<file path="config.mk">
export PLATFORM = sky130hd
export DESIGN_NAME = bt656_stream_decoder
export DESIGN_NICKNAME = d
export VERILOG_FILES = /design/src/rtl/bt656_stream_decoder.sv
export SDC_FILE = /design/constraint.sdc
export NUM_CORES = 1
export LEC_CHECK = 0
export ABC_AREA = 1
export ABC_CLOCK_PERIOD_IN_PS = 6600
export BUFFER_PORTS_ARGS = -buffer_cell sky130_fd_sc_hd__buf_2
export CAP_MARGIN = 15
export CELL_PAD_IN_SITES_DETAIL_PLACEMENT = 0
export CELL_PAD_IN_SITES_GLOBAL_PLACEMENT = 2
export CORE_ASPECT_RATIO = 0.8
export CORE_MARGIN = 2
export CORE_UTILIZATION = 35
export CTS_BUF_LIST = sky130_fd_sc_hd__clkbuf_4 sky130_fd_sc_hd__clkbuf_8
export DETAILED_ROUTE_END_ITERATION = 8
export GPL_TIMING_DRIVEN = 0
export PLACE_DENSITY_LB_ADDON = 0.1
export SLEW_MARGIN = 20
export SYNTH_ARGS = -nofsm -noshare
export SYNTH_HDL_FRONTEND = slang
export SYNTH_SLANG_ARGS = --single-unit
export TNS_END_PERCENT = 100
</file>
<file path="constraint.sdc">
create_clock -name Clock -period 6.6 [get_ports Clock]
set_clock_uncertainty 0.2 [all_clocks]
set_input_delay 0.66 -clock Clock [delete_from_list [all_inputs] [get_ports Clock]]
set_output_delay 0.66 -clock Clock [all_outputs]
set_load 0.1 [all_outputs]
</file>
<file path="src/rtl/bt656_stream_decoder.sv">
// bt656_stream_decoder: BT.656 TRS lock, F/V/H decode and 4:2:2 pair demux; optional XY protection check under BT656_PROTECT_CHECK_EN
module bt656_stream_decoder #(
  parameter int ACTIVE_BYTES = 1440,
  parameter int LINE_BYTES   = 1716,
  parameter int LINE_W       = 10
) (
  input  logic              Clock,
  input  logic              Reset,
  input  logic [7:0]        Din,
  input  logic              DinValid,
  output logic [7:0]        Cb,
  output logic [7:0]        Y0,
  output logic [7:0]        Cr,
  output logic [7:0]        Y1,
  output logic              PairValid,
  output logic [8:0]        PairCount,
  output logic [LINE_W-1:0] LineCount,
  output logic              Field,
  output logic              VBlank,
  output logic              HBlank,
  output logic              SyncError,
  output logic [2:0]        State
);
  localparam int CW = $clog2(LINE_BYTES + 1);
  typedef enum logic [2:0] {S_SEARCH, S_FF, S_Z1, S_Z2, S_ACTIVE, S_BLANK} state_t;
  state_t r_state, w_next;
  logic [CW-1:0] r_cnt;
  logic [7:0] r_cb, r_y0, r_cr, r_ocb, r_oy0, r_ocr, r_oy1;
  logic [8:0] r_pc;
  logic [LINE_W-1:0] r_line;
  logic r_pv, r_se, r_field, r_vblank, r_hblank;
  logic w_err, w_acc, w_cap, w_tick, w_ff, w_zero, w_pbad;
  assign w_ff = Din == 8'hFF;
  assign w_zero = Din == 8'h00;
`ifdef BT656_PROTECT_CHECK_EN
  assign w_pbad = Din[3:0] != {Din[5] ^ Din[4], Din[6] ^ Din[4], Din[6] ^ Din[5], Din[6] ^ Din[5] ^ Din[4]};
`else
  assign w_pbad = 1'b0;
`endif
  // state register
  always_ff @(posedge Clock)
    r_state <= Reset ? S_SEARCH : w_next;
  // next state and per-byte control; nothing moves unless DinValid
  always_comb begin
    w_next = r_state;
    w_err = 1'b0;
    w_acc = 1'b0;
    w_cap = 1'b0;
    w_tick = 1'b0;
    if (DinValid)
      case (r_state)
        S_SEARCH: w_next = w_ff ? S_FF : S_SEARCH;
        S_FF:     w_next = w_ff ? S_FF : w_zero ? S_Z1 : S_SEARCH;
        S_Z1:     w_next = w_ff ? S_FF : w_zero ? S_Z2 : S_SEARCH;
        S_Z2: begin
          w_err = !Din[7] || w_pbad;
          w_acc = !w_err;
          w_next = w_err ? S_SEARCH : (Din[4] || Din[5]) ? S_BLANK : S_ACTIVE;
        end
        S_ACTIVE:
          if (r_cnt == CW'(ACTIVE_BYTES)) begin
            w_err = !w_ff;
            w_next = w_ff ? S_FF : S_SEARCH;
          end else begin
            w_err = w_ff;
            w_cap = !w_ff;
            w_next = w_ff ? S_FF : S_ACTIVE;
          end
        S_BLANK: begin
          w_err = !w_ff && r_cnt == CW'(LINE_BYTES - 1);
          w_tick = !w_ff && !w_err;
          w_next = w_ff ? S_FF : w_err ? S_SEARCH : S_BLANK;
        end
        default: w_next = S_SEARCH;
      endcase
  end
  // flags, counters and pair capture; outputs only change when a whole pair lands
  always_ff @(posedge Clock) begin
    if (Reset) begin
      r_cnt <= '0;
      r_cb <= '0;
      r_y0 <= '0;
      r_cr <= '0;
      r_ocb <= '0;
      r_oy0 <= '0;
      r_ocr <= '0;
      r_oy1 <= '0;
      r_pc <= '0;
      r_line <= '0;
      r_pv <= 1'b0;
      r_se <= 1'b0;
      r_field <= 1'b0;
      r_vblank <= 1'b1;
      r_hblank <= 1'b1;
    end else begin
      r_pv <= w_cap && r_cnt[1:0] == 2'd3;
      r_se <= w_err;
      if (w_acc) begin
        r_field <= Din[6];
        r_vblank <= Din[5];
        r_hblank <= Din[4];
        r_cnt <= '0;
        if (Din[4])
          r_line <= (Din[6] != r_field) ? '0 : (&r_line) ? r_line : r_line + 1'b1;
        else
          r_pc <= '0;
      end
      if (w_tick)
        r_cnt <= r_cnt + 1'b1;
      if (w_cap) begin
        r_cnt <= r_cnt + 1'b1;
        r_cb <= r_cnt[1:0] == 2'd0 ? Din : r_cb;
        r_y0 <= r_cnt[1:0] == 2'd1 ? Din : r_y0;
        r_cr <= r_cnt[1:0] == 2'd2 ? Din : r_cr;
        if (r_cnt[1:0] == 2'd0 && r_cnt != '0)
          r_pc <= r_pc + 1'b1;
        if (r_cnt[1:0] == 2'd3) begin
          r_ocb <= r_cb;
          r_oy0 <= r_y0;
          r_ocr <= r_cr;
          r_oy1 <= Din;
        end
      end
    end
  end
  assign Cb = r_ocb;
  assign Y0 = r_oy0;
  assign Cr = r_ocr;
  assign Y1 = r_oy1;
  assign PairValid = r_pv;
  assign PairCount = r_pc;
  assign LineCount = r_line;
  assign Field = r_field;
  assign VBlank = r_vblank;
  assign HBlank = r_hblank;
  assign SyncError = r_se;
  assign State = r_state;
endmodule
</file>
## After elaboration in Yosys (flattened, before gate mapping)

Index checks and enable logic that the tools add are counted.

- Reduce and logical (&&, ||, !) cells: 20
- $add $sub $neg: 3
- Equal/unequal tests: 13
- Bitwise gates (word level): 1
- Muxes and demuxes: 30

Operators with widths:

| cell | count |
|---|---|
| $mux 9 | 4 |
| $mux 11 | 3 |
| $eq 11x11->1 const B | 2 |
| $mux 10 | 2 |
| $pmux 3 s6 | 1 |
| $mux 3 | 5 |
| $add 11x1->11 const B | 1 |
| $reduce_bool 11->1 | 1 |
| $add 10x1->10 const B | 1 |
| $mux 1 | 10 |
| $reduce_and 10->1 | 1 |
| $add 9x1->9 const B | 1 |
| $eq 8x8->1 const B | 1 |
| $logic_not 8->1 | 1 |
| $mux 2 | 4 |
| $reduce_and 2->1 | 4 |
| $eq 3x2->1 const B | 2 |
| $eq 3x3->1 const B | 2 |
| $eq 2x2->1 const B | 2 |
| $logic_and 1x1->1 | 4 |
| $eq 3x1->1 const B | 1 |
| $logic_not 1->1 | 3 |
| $logic_not 3->1 | 1 |
| $pmux 1 s3 | 1 |
| other kinds (9) | 9 |

- Flip-flop bits (word level): 94
- Input port bits: 11

## Longest topological paths before layout

- Word-level depth: 9
- Mapped depth: 13
- Gate-level depth less buffers: 13

## Worst setup path after synthesis

Ideal clock, no wire load.

- Path kind: register to register
- From: register r_line[0] (netlist: LineCount[0])
- To: register r_line[1] (netlist: LineCount[1])
- Cell stages (with the launch flop): 11
- Data arrival time: 2.244 ns
- Setup slack: 4.024 ns
- Path buffers: 0
- Library setup time: 0.132 ns
- Cells stage by stage: dfxtp_1 -> ha_1 -> nand2_1 -> inv_1 -> nand2_1 -> nor2_1 -> nand3_1 -> nand2_4 -> clkinv_2 -> nand3_1 -> a21oi_1

- Longest elaborated chain between the ends: 3
- Elaborated cells between the ends (all ways): 6
- Classes of those cells: 1 x add/sub; 1 x eq/ne; 2 x mux; 2 x reduce/logical

RTL lines:

| item | RTL line | text |
|---|---|---|
| start: declaration | 30 | `logic [LINE_W-1:0] r_line;` |
| start signal: assignment | 104 | `r_line <= (Din[6] != r_field) ? '0 : (&r_line) ? r_line : r_line + 1'b1;` |
| $add 10x1->10 / $reduce_and 10->1 (equally long branches) | 104 |  |
| $mux 10 / $ne 2x2->1 (equally long branches) | - |  |
| $mux 10 / $reduce_and 3->1 (equally long branches) | - |  |

Several ways; a longest one is shown, not always the timed one. The select of a mux whose other input is x is not followed.
A chain may end at the register's enable or synchronous reset.

## Worst setup path in the final report

- From: register r_cnt[0]
- To: register r_ocb[2] (netlist: Cb[2])

- Longest elaborated chain between the ends: 5
- Elaborated cells between the ends (all ways): 6
- Classes of those cells: 2 x eq/ne; 3 x mux; 1 x reduce/logical

RTL lines:

| item | RTL line | text |
|---|---|---|
| start: declaration | 27 | `logic [CW-1:0] r_cnt;` |
| start signal: assignment | 109 | `r_cnt <= r_cnt + 1'b1;` |
| start signal: assignment | 111 | `r_cnt <= r_cnt + 1'b1;` |
| $eq 11x11->1 | 61 | `if (r_cnt == CW'(ACTIVE_BYTES)) begin` |
| $mux 1 | 61 |  |
| $mux 1 | 51 | `case (r_state)` |
| $mux 1 | 50 | `if (DinValid)` |
| $reduce_and 2->1 (no line) * | - |  |
| end signal: assignment | 118 | `r_ocb <= r_cb;` |
| end: declaration | 28 | `logic [7:0] r_cb, r_y0, r_cr, r_ocb, r_oy0, r_ocr, r_oy1;` |

Every way passes the cells marked *; elsewhere a longest branch is shown, timed or not.

==> results.cfg <==
[layout]
final_cell_mix = 130 x nor2_1, 94 x dfxtp_1, 81 x nand2_1
layout-drive-gt1-share_pct = 17.4
seq_area_mm2 = 0.00188
synthToLayoutAreaGrowth_pct = 18.4
multi_input_area_mm2 = 0.00197
final_common_cell = nor2_1
diodes = 0
nFillCells = 1225
instances_no_fill = 803
fin_nets = 670
fin_util_pct = 42.5

[cts]
post_cts_buffers = 0
htreeDepth = 3
numCtsBuffers = 9
clk_pin_slew_ps = 90
clkSinkCount = 94
ctsHoldBuffers = 0
cts_resized = 0
root_buffer = clkbuf_8
ctsLongestPathBuffers = 2
cts_tree = done
insertion_delay_ps = 370

[yosys]
synth_cells = 573
syn_area_per_cell_um2 = 7.21
yosysSeqAreaShare_pct = 45.5
synthDistinctLibCells = 29
synth_warnings = 0
synth_nets = 591
ys_ff_latch = 94
syn_area_mm2 = 0.00413

[timing]
period_minus_slack_ps = 2770
fmax_mhz = 361
setup_tns_ps = 0
max_slew.worst_pin.slew_ps = 665
period_share_pct = 41.9
maxSlewViolCount = 0
setup_viol = 0
rsz0062_at_grt = no
hold_violations = 0
relSlewSlack_pct = 55.7

[critical_path]
critical_path.max_stage_delay_ps = 550
cp.required_ps = 6710
cp.arrival_ps = 2880
cpMaxStageDelayCell = or4_1
crit_family = simple AND/OR/NAND/NOR gates
worst_setup_path_start_kind = register
worstSetupPathType = reg2reg
path_cells = inv_1 > ha_1 > inv_1 > or4_1 > ha_1 > nand2_1 > nor2_4 > nand2_2 > clkbuf_1 > o21ai_0 > nor2_1
path_max_fanout = 10
cp_num_buf_inv = 3
crit_path_end_kind = register

[routing]
top_layer_used = met4
vias = 3913
drc_errors = 0
dr_wl_met3_um = 512
ant_nets = 0
met1_length_um = 5400
dr.first_iter.drc_count = 209
post_drt_wl_per_cell_um = 13.9
drt_wl_total_um = 11200
drt_first_pass_iters = 4
post_drt_via_cell_ratio = 4.87
wl_met2_um = 5090

[pwr]
comb_power_share_pct = 3.1
leakagePower_nw = 2.04
p_int_uw = 825
power_frac_seq_pct = 53.6
swShare_pct = 22.0
ir_drop_uv = 111
power_frac_clock_pct = 43.3
p_switching_uw = 233
p_per_area_mw_per_mm2 = 216

[min_path]
hold_path.class = reg2reg

[grt]
antenna_found_initial = 0
grt_usage_pct = 18.4
grt_pass1_vias = 3717
grt_max_degree = 16
grt_pass1_wl_um = 18500
grt_overflow = 0

[floorplan]
design.core.area_mm2 = 0.0115
die_x_um = 125
die_y_um = 101
initial_utilization_pct = 35.9
die_area_mm2 = 0.0127
io_pins = 70
core.rowCount = 35

[status]
status = finished, final reports clean

[placed_design]
placed_cells = 789
gp_congestion = 0.764
place_hpwl_um = 8200
port_buffers = 68

[flow_run]
max_cap_violations = 0
-- worst paths after layout --
path | from | end | slack [ps] | depth (start not counted)
hold reg to reg | VBlank | VBlank | 280 | 2
setup reg to reg | r_cnt[0] | Cb[2] | 3830 | 11
setup / recovery | r_cnt[0] | Cb[2] | 3830 | 11
hold / removal | VBlank | VBlank | 280 | 2
-- per-layer routing --
layer,track usage [%],vias up
met5,0,-
met4,6.41,0
met3,4.33,16
met2,31.3,85
met1,23.1,1800
li1,-,2012
-- synthesized netlist by cell type --
cell | number | area (µm²)
inv_1 | 33 | 124
nor2_4 | 3 | 33.8
xnor2_1 | 1 | 8.76
nand3_1 | 39 | 195
or4_1 | 1 | 7.51
o211ai_1 | 1 | 7.51
nor2_1 | 130 | 488
inv_2 | 7 | 26.3
nand2_4 | 2 | 22.5
nand2_2 | 4 | 25.0
dfxtp_1 | 94 | 1880
nand3b_1 | 2 | 15.0
nor2_2 | 1 | 6.26
nor3_1 | 9 | 45.0
clkbuf_1 | 12 | 45.0
ha_1 | 7 | 87.6
nor4_1 | 1 | 6.26
o21ai_1 | 3 | 15.0
xor2_1 | 10 | 87.6
o21ai_0 | 66 | 330
o21a_1 | 1 | 7.51
clkinv_2 | 1 | 5.00
or2_2 | 2 | 12.5
nand2_1 | 81 | 304
buf_4 | 10 | 75.1
nor3_2 | 1 | 10.0
nand4_1 | 3 | 18.8
a21oi_1 | 47 | 235
buf_2 | 1 | 5.00
-- power groups by stage --
stage / clock network, mW / registers (mW) / logic [mW]
2_1_floorplan: 0 / 0.580 / 0.0169
3_3_place_gp: 0 / 0.580 / 0.0337
3_5_place_dp: 0 / 0.580 / 0.0338
4_1_cts: 0.475 / 0.567 / 0.0339
5_1_grt: 0.497 / 0.567 / 0.0375
6_report: 0.458 / 0.567 / 0.0328
-- registers in the layout, summed over array words and instances, names as in the netlist, 8 cells and up --
name / cells
r_cnt: 11
LineCount: 10
PairCount: 9
Cb: 8
Cr: 8
Y0: 8
Y1: 8
r_cb: 8
r_cr: 8
r_y0: 8
-- worst reg2reg max path, cell delays in order, from the launching register on --
cell	delay [ps]
dfxtp_1	360
inv_1	110
ha_1	290
inv_1	80
or4_1	550
ha_1	200
nand2_1	100
nor2_4	80
nand2_2	110
clkbuf_1	350
o21ai_0	160
nor2_1	110
-- kinds of logic after synthesis --
group,share of synthesized area (%)
and+or+nand+nor,28.8
buffers and inverters,6.78
AOI/OAI and AO/OA,14.4
xor gates and xnor gates,2.33
adders and majority gates,2.12
DFF,45.5
-- cell type report --
class / count / share of cell area [%]
plain buffers: 23 / 2.56
clock buffers: 9 / 2.53
clock inverters: 5 / 2.23
inverters: 41 / 3.17
multi-input cells: 415 / 40.3
flip-flops and latches: 94 / 38.5
well taps: 148 / 3.79
repair buffers: 68 / 6.96
-- per-stage QoR --
stage | power, mW | worst slack (ps) | instance area (µm²) | hold slack, ps
final | 1.06 | 3830 | 4890 | 280
after global routing | 1.10 | 3560 | 4890 | 303
after CTS | 1.08 | 3760 | 4890 | 281
after detailed placement | 0.614 | 3790 | 4660 | 255
after global placement | 0.614 | 3850 | 4660 | 254
after floorplan | 0.597 | 4020 | 4130 | 250
Note: power is estimated with default switching activity, not from simulation.
